**src/rtl/tmds_decoder.sv**
```systemverilog
// TMDS receive channel: finds word alignment via bitslip requests on control tokens, then
// decodes each 10-bit word back to video data, control data and data-enable.
module tmds_decoder #(
   parameter int unsigned LOCK_COUNT     = 8,
   parameter int unsigned SEARCH_TIMEOUT = 2048,
   parameter int unsigned SLIP_SETTLE    = 4,
   parameter int unsigned LOSS_TIMEOUT   = 4096
) (
   input  logic       clk,
   input  logic       rst,
   input  logic [9:0] tmds_in,
   output logic       bitslip,
   output logic       locked,
   output logic [7:0] VD,
   output logic [1:0] CD,
   output logic       VDE
);

   localparam int unsigned RunW    = $clog2(LOCK_COUNT) + 1;
   localparam int unsigned SearchW = $clog2(SEARCH_TIMEOUT) + 1;
   localparam int unsigned SettleW = $clog2(SLIP_SETTLE) + 1;
   localparam int unsigned IdleW   = $clog2(LOSS_TIMEOUT) + 1;

   localparam logic [RunW-1:0]    RunMax    = RunW'(LOCK_COUNT - 1);
   localparam logic [SearchW-1:0] SearchMax = SearchW'(SEARCH_TIMEOUT - 1);
   localparam logic [SettleW-1:0] SettleMax = SettleW'(SLIP_SETTLE - 1);
   localparam logic [IdleW-1:0]   IdleMax   = IdleW'(LOSS_TIMEOUT - 1);

   localparam logic [1:0] StSearch = 2'd0;
   localparam logic [1:0] StSlip   = 2'd1;
   localparam logic [1:0] StSettle = 2'd2;
   localparam logic [1:0] StLocked = 2'd3;

   logic [9:0]         w_q;
   logic [1:0]         state_q, state_d;
   logic [RunW-1:0]    run_q, run_d;
   logic [SearchW-1:0] search_q, search_d;
   logic [SettleW-1:0] settle_q, settle_d;
   logic [IdleW-1:0]   idle_q, idle_d;
   logic [7:0]         vd_q;
   logic [1:0]         cd_q;
   logic               vde_q;

   logic       is_ctrl;
   logic [1:0] tok_cd;
   logic [7:0] d;
   logic [7:0] dec;

   always_comb begin
      is_ctrl = 1'b1;
      tok_cd  = 2'b00;
      case (w_q)
         10'b1101010100: tok_cd = 2'b00;
         10'b0010101011: tok_cd = 2'b01;
         10'b0101010100: tok_cd = 2'b10;
         10'b1010101011: tok_cd = 2'b11;
         default:        is_ctrl = 1'b0;
      endcase
   end

   // Undo the optional inversion, then the XOR/XNOR transition chain.
   always_comb begin
      d      = w_q[9] ? ~w_q[7:0] : w_q[7:0];
      dec    = '0;
      dec[0] = d[0];
      for (int i = 1; i < 8; i++) begin
         dec[i] = w_q[8] ? (d[i] ^ d[i-1]) : ~(d[i] ^ d[i-1]);
      end
   end

   always_comb begin
      state_d  = state_q;
      run_d    = run_q;
      search_d = search_q;
      settle_d = settle_q;
      idle_d   = idle_q;
      unique case (state_q)
         StSearch: begin
            run_d    = is_ctrl ? ((run_q == RunMax) ? run_q : run_q + 1'b1) : '0;
            search_d = (search_q == SearchMax) ? search_q : search_q + 1'b1;
            // Lock takes priority over a simultaneous timeout.
            if (is_ctrl && run_q == RunMax) begin
               state_d  = StLocked;
               run_d    = '0;
               search_d = '0;
               idle_d   = '0;
            end else if (search_q == SearchMax) begin
               state_d  = StSlip;
               run_d    = '0;
               search_d = '0;
            end
         end
         StSlip: begin
            state_d  = StSettle;
            settle_d = '0;
            run_d    = '0;
            search_d = '0;
         end
         StSettle: begin
            if (settle_q == SettleMax) begin
               state_d  = StSearch;
               settle_d = '0;
               run_d    = '0;
               search_d = '0;
            end else begin
               settle_d = settle_q + 1'b1;
            end
         end
         StLocked: begin
            if (is_ctrl) begin
               idle_d = '0;
            end else if (idle_q == IdleMax) begin
               state_d  = StSearch;
               idle_d   = '0;
               run_d    = '0;
               search_d = '0;
            end else begin
               idle_d = idle_q + 1'b1;
            end
         end
         default: state_d = StSearch;
      endcase
   end

   always_ff @(posedge clk or posedge rst) begin
      if (rst) begin
         w_q      <= '0;
         state_q  <= StSearch;
         run_q    <= '0;
         search_q <= '0;
         settle_q <= '0;
         idle_q   <= '0;
      end else begin
         w_q      <= tmds_in;
         state_q  <= state_d;
         run_q    <= run_d;
         search_q <= search_d;
         settle_q <= settle_d;
         idle_q   <= idle_d;
      end
   end

   // Output gating uses the lock state current while w_q is decoded, not the next one.
   always_ff @(posedge clk or posedge rst) begin
      if (rst) begin
         vd_q  <= '0;
         cd_q  <= '0;
         vde_q <= 1'b0;
      end else if (state_q == StLocked) begin
         if (is_ctrl) begin
            vde_q <= 1'b0;
            cd_q  <= tok_cd;
            vd_q  <= '0;
         end else begin
            vde_q <= 1'b1;
            vd_q  <= dec;
         end
      end else begin
         vde_q <= 1'b0;
         vd_q  <= '0;
         cd_q  <= '0;
      end
   end

   assign bitslip = (state_q == StSlip);
   assign locked  = (state_q == StLocked);
   assign VD      = vd_q;
   assign CD      = cd_q;
   assign VDE     = vde_q;

endmodule

```
**config.mk**
```make
export PLATFORM = sky130hd
export DESIGN_NAME = tmds_decoder
export DESIGN_NICKNAME = d
export VERILOG_FILES = /design/src/rtl/tmds_decoder.sv
export SDC_FILE = /design/constraint.sdc
export NUM_CORES = 1
export LEC_CHECK = 0
export ABC_AREA = 1
export CORE_MARGIN = 2
export CORE_UTILIZATION = 25
export CTS_CLUSTER_SIZE = 14
export DETAILED_ROUTE_END_ITERATION = 7
export PLACE_DENSITY = 0.52
export SYNTH_ARGS = -nofsm -noshare
export SYNTH_HDL_FRONTEND = slang
export SYNTH_SLANG_ARGS = --single-unit
```
**constraint.sdc**
```tcl
create_clock -name clk -period 1.8 [get_ports clk]
set_clock_uncertainty 0.15 [all_clocks]
set_input_delay 0.27 -clock clk [delete_from_list [all_inputs] [get_ports clk]]
set_output_delay 0.27 -clock clk [all_outputs]
set_load 0.02 [all_outputs]
```
==> flow_summary.yaml, run 1 <==
outcome:
  status: "complete, no violations"
pwr:
  netSwitchingPower_w: 0.000537
  p_seq_share_pct: 52.1
  p_comb_share_pct: 5.0
  power.density_nw_per_um2: 602
  power.share.clock_pct: 42.9
  swShare_pct: 22.2
  vdd_drop_max_mv: 0.309
  leakage_nw: 1.94
  power.internal_w: 0.00188
synth:
  syn_inst: 367
  synth.area.mux_share_pct: 0
  synth_most_common_cell: "nand2_1"
  synth_edf_count: 0
  synth_fa_ha_area_share_pct: 6.56
  synthArstFlopShare_pct: 100
  ys_types: 31
  ys_seq_elements: 55
  syn_nets: 395
  yosys_warnings: 0
  synth_flop_cell: "dfrtp_1"
  synth.area.top_cells: "dfrtp_1 (45%), nand2_1 (12%), ha_1 (6.6%)"
  netlist_top_cells_count: "nand2_1 (97), dfrtp_1 (55), nor2_1 (39)"
  ys_seq_area_share_pct: 45.1
  synth_top_area_share_pct: 45.1
  synth_top_family_by_area: "simple AND/OR/NAND/NOR gates"
  avgSynthCellArea_sq_um: 8.31
  synth_xor_area_share_pct: 5.46
  synth_compound_area_share_pct: 5.82
  synth-simple-area-share_pct: 30.3
  syn_area_sq_um: 3050
  yosys.area.top_type: "dfrtp_1"
detailed_routing:
  firstDrtPassIters: 4
  wl_mm: 6.67
  viasPerCell: 4.32
  drt_iter0_drc: 123
  vias: 2494
  ant_nets: 0
  drc: 0
  wl_per_cell_microns: 11.6
timing:
  slew_violations: 0
  min_period_ns: 1.77
  tightestPinTransition_ns: 0.324
  tns_ns: 0
  post-route-period-util_pct: 98.1
  slew_headroom_pct: 78.3
  timing.fmax_mhz: 566
  rsz0062_at_grt: "true"
  finalSetupViolCount: 0
  hold_ws_ns: 0.199
  finalHoldViolations: 0
layout:
  area_growth_pct: 31.5
  n_antenna_cell: 0
  nFillCells: 1236
  drive_gt1_share_pct: 21.2
  nets: 457
clock_tree:
  hold_buffers: 0
  h-tree-depth: 2
  numClockSinks: 55
  clk_latency_ns: 0.29
  cts_root_buffer: "clkbuf_16"
  clockBufferDepth: 2
  clk_pin_slew_ns: 0.08
  cts_buffers: 5
  tritoncts: "yes"
setup_path:
  required_ns: 1.88
  path_cells: "inv_1 > ha_1 > nand2_1 > inv_1 > nand2_2 > nand2_4 > nand2_4 > nand3_4 > buf_12 > nor2_4 > nand2_1 > nand2_1"
  slowest_stage: "dfrtp_1"
  slowest_delay_ns: 0.40
  cp.arrival_ns: 1.85
  critPathMaxFanout: 8
  endpoint_kind: "flip-flop"
  path_common_cell: "nand2_1"
  startpoint_type: "flip-flop"
  path_class: "flip-flop to flip-flop"
global_route:
  grt-ovfl-total: 0
  grt_max_degree: 56
  gr-usage-all-layers_pct: 10.9
  antenna_found_initial: 0
  grt_pass1_wl_mm: 11.6
  grt_pass1_vias: 2485
placed_design:
  gp_congestion: 0.840
  dp_hpwl_mm: 4.71
  io_buffers: 24
min_path:
  hp-class: "input port to asynchronous set/reset pin"
floorplanning:
  die_w_microns: 114
  pin_count: 25
  core-area_sq_um: 12000
  rows: 40
  initial_core_util_pct: 25.5
  design.die.area_sq_um: 13100
  die_h_microns: 114
job:
  cap_violations: 0
[what timing repair did]
action	4_1_cts	5_1_grt
pin swaps	2	10
cloned	0	2
setup buffers	2	7
endpoints found under the setup margin	19	31
endpoints found under the hold margin	0	0
resized for setup	6	21
[worst max-delay path: cells and delay by family (launching register included)]
| family | cells | cell delay (ns) |
|---|---|---|
| adders and majority gates | 1 | 0.19 |
| DFF | 1 | 0.40 |
| and+or+nand+nor | 8 | 0.67 |
| buffers and inverters | 3 | 0.27 |
[state kept, by name (all words and copies together) (netlist names)]
name and cells:
state_q 2, idle_q 13, w_q 10, search_q 12, settle_q 3, CD 2
run_q 4, VD 8, VDE 1
[area by class of cell]
class | instances | area (sq um) | share of cell area [%]
flip-flops and latches | 55 | 1380 | 34.3
clock buffers | 6 | 139 | 3.46
well taps | 147 | 184 | 4.59
multi-input cells | 265 | 1540 | 38.5
clock inverters | 2 | 20.0 | 0.499
repair buffers | 62 | 592 | 14.8
inverters | 40 | 155 | 3.87
[per-stage QoR]
stage	power, W	cell area [sq um]	cells	setup slack (ns)	utilization, %
2_1_floorplan	0.00134	3050	367	0.0314	-
3_3_place_gp	0.00140	3660	558	0.0222	30.6
3_5_place_dp	0.00140	3660	558	-0.0243	30.6
4_1_cts	0.00246	3840	568	0.00724	32.1
5_1_grt	0.00252	4010	577	-0.100	33.5
6_report	0.00241	4010	577	0.0337	33.5
[logic make-up after synthesis]
logic type                 after synthesis
DFF                                     55
and+or+nand+nor                        199
buffers and inverters                   47
xor gates and xnor gates                19
AOI/OAI and AO/OA                       31
adders and majority gates               16
[power by group through the flow]
| stage | Combinational (W) | Sequential [W] | Clock (W) |
|---|---|---|---|
| 2_1_floorplan | 0.0000657 | 0.00128 | 0 |
| 3_5_place_dp | 0.000120 | 0.00128 | 0 |
| 3_3_place_gp | 0.000119 | 0.00128 | 0 |
| 5_1_grt | 0.000136 | 0.00126 | 0.00113 |
| 6_report | 0.000121 | 0.00126 | 0.00103 |
| 4_1_cts | 0.000123 | 0.00126 | 0.00108 |
[placed cells by master, fill, tap and decap left out, drive strengths merged, types with 2 or more instances in the layout]
cell type      netlist  routed
a21oi                5       5
buf                  6      36
clkbuf               1       9
clkdlybuf4s50        0      22
dfrtp               55      55
ha                  16      16
inv                 40      41
nand2              104     104
nand3               30      30
nand3b               2       2
nand4               10      10
nor2                46      46
nor3                 4       4
o21a                 2       2
o21ai               20      20
or2                  3       3
xnor2                7       7
xor2                12      12
[path summary, 6_finish.rpt]
path	slack [ns]	end	depth (start not counted)	start
hold / removal	0.20	VD[4]	3	rst
hold reg to reg	0.35	search_q[11]	2	search_q[11]
setup reg to reg	0.03	search_q[1]	12	w_q[6]
min in group clk	0.26	w_q[6]	1	tmds_in[6]
max in group asynchronous	1.06	state_q[0]	3	rst
setup / recovery	0.03	search_q[1]	12	w_q[6]
[routing by layer]
| layer | global-route usage, % | up-vias | wire length (microns) |
|---|---|---|---|
| met4 | 3.98 | 0 | 108 |
| met3 | 1.96 | 9 | 161 |
| met2 | 17.9 | 30 | 3180 |
| met1 | 14.4 | 1154 | 3220 |
| li1 | - | 1301 | - |
| met5 | 0 | - | 0 |
Power figures use the tool's default switching activity.
==> run 2, diff against run 1 <==
Settings changed: CORE_MARGIN 2 to not set, CTS_BUF_LIST set to sky130_fd_sc_hd__clkbuf_4 sky130_fd_sc_hd__clkbuf_8, SKIP_CTS_REPAIR_TIMING set to 1.
==> run 2 against run 1 <==
Combinational power rose by 3%. Critical path type unchanged. Sequential power barely moved. Global-route usage rose by 0.13 points. Sequential share of layout area rose by 0.81 points. Critical path depth fell by 4. Cell count fell by 2.3%. Highest routed layer unchanged. Utilization rose by 0.066 points. First-iteration DRC count fell by 15%. Total power fell by 7.2%. Largest power group unchanged. Register-to-register slack barely moved.
==> flow_summary.yaml, run 2 (synthesis results as in run 1) <==
outcome:
  status: "complete, no violations"
setup_path:
  r2r_cells: 8
  rrSetupSlack_ns: 0.04
  reg2reg_from: "w_q[4]"
  cp.arrival_ns: 1.84
  endpoint_kind: "flip-flop"
  slowest_stage: "dfrtp_1"
  crit_family: "simple AND/OR/NAND/NOR gates"
  path_cells: "ha_1 > nand2_1 > nor2_2 > nand2_2 > nand2_4 > nor2_1 > nand2_4 > o21ai_1"
  path_class: "flip-flop to flip-flop"
  slowest_delay_ns: 0.42
  path_common_cell: "nand2_4"
  r2r-end: "idle_q[6]"
  critPathMaxFanout: 8
  required_ns: 1.88
  path_buf_inv: 0
  startpoint_type: "flip-flop"
detailed_routing:
  vias: 2440
  wl_per_cell_microns: 11.6
  drc: 0
  wl_mm: 6.56
  firstDrtPassIters: 4
  viasPerCell: 4.33
  ant_nets: 0
  drt_iter0_drc: 105
global_route:
  grt_pass1_wl_mm: 11.4
  grt_max_degree: 56
  grt_pass1_vias: 2549
  gr-usage-all-layers_pct: 11.1
  grt-ovfl-total: 0
  antenna_found_initial: 0
layout:
  nFillCells: 1186
  layout_common_cells: "nand2_1 (91), dfrtp_1 (55), nor2_1 (38), inv_1 (31), buf_4 (24)"
  regArea_sq_um: 1380
  drive_gt1_share_pct: 22.1
  largest_reg_flops: 13
  n_antenna_cell: 0
  top_regs: "idle_q (13), search_q (12), w_q (10)"
  nets: 448
  area_growth_pct: 28.4
  top_register: "idle_q"
  post-route-util_pct: 33.6
  layout_commonest_cell: "nand2_1"
  multi_input_area_sq_um: 1580
clock_tree:
  cts_root_buffer: "clkbuf_8"
  cts_buffers: 5
  numClockSinks: 55
  tritoncts: "yes"
  h-tree-depth: 2
  clockBufferDepth: 2
  clk_pin_slew_ns: 0.11
  clk_latency_ns: 0.31
timing:
  hold_ws_ns: 0.183
  finalHoldViolations: 0
  finalSetupViolCount: 0
  post-route-period-util_pct: 97.9
  timing.fmax_mhz: 567
  slew_violations: 0
  min_period_ns: 1.76
  rsz0062_at_grt: "true"
  tightestPinTransition_ns: 0.344
  slew_headroom_pct: 77.0
placed_design:
  dp_hpwl_mm: 4.71
  gp_congestion: 0.832
  io_buffers: 24
floorplanning:
  rows: 39
  die_h_microns: 112
  pin_count: 25
  core-area_sq_um: 11700
  initial_core_util_pct: 26.2
  die_w_microns: 112
  design.die.area_sq_um: 12600
min_path:
  hp-class: "input port to asynchronous set/reset pin"
pwr:
  vdd_drop_max_mv: 0.255
  power.density_nw_per_um2: 571
  leakage_nw: 1.92
job:
  cap_violations: 0
-- run 2: how the worst max path moves through the flow --
stage	from	to	slack, ns	depth (start not counted)
after global routing	w_q[2]	search_q[7]	-0.11	12
after floorplan	state_q[1]	search_q[11]	0.03	8
after detailed placement	w_q[4]	search_q[5]	-0.006	12
after global placement	w_q[4]	VD[0]	0.04	9
after CTS	state_q[1]	bitslip	-0.30	3
final	w_q[4]	idle_q[6]	0.04	8
-- run 2: final cells by class --
cell class                 count  area share (%)
timing repair buffer          53            13.0
sequential                    55            35.1
clock buffer                   6            2.11
clock inverter                 2           0.894
inverter                      40            3.90
multi-input combinational    265            40.4
tap                          143            4.57
-- run 2: where the power goes --
| part | internal [W] | leakage [nW] | switching [W] |
|---|---|---|---|
| logic | 0.0000626 | 1.13 | 0.0000619 |
| registers | 0.00125 | 0.731 | 0.0000117 |
| clock network | 0.000451 | 0.0612 | 0.000405 |
-- run 2: layer usage --
metal  wire (microns)  vias to the layer above  track usage [%]
li1                 -                     1270                -
met3              133                        2             1.84
met1             3020                     1145             13.6
met4               49                        0             3.56
met5                0                        -                0
met2             3360                       23             19.8
-- run 2: worst min-delay path: cells and delay by family --
kind / cells / cell delay, ns
buffers and inverters: 3 / 0.74
-- run 2: per-stage QoR --
stage	instances	TNS, ns	total power (W)	setup slack [ns]	area, sq um
floorplan	367	0	0.00134	0.0314	3050
global placement	549	0	0.00139	0.0359	3620
detailed placement	549	-0.00877	0.00140	-0.00579	3620
CTS	557	-0.693	0.00226	-0.296	3730
global route	564	-2.52	0.00233	-0.114	3920
finish	564	0	0.00224	0.0371	3920
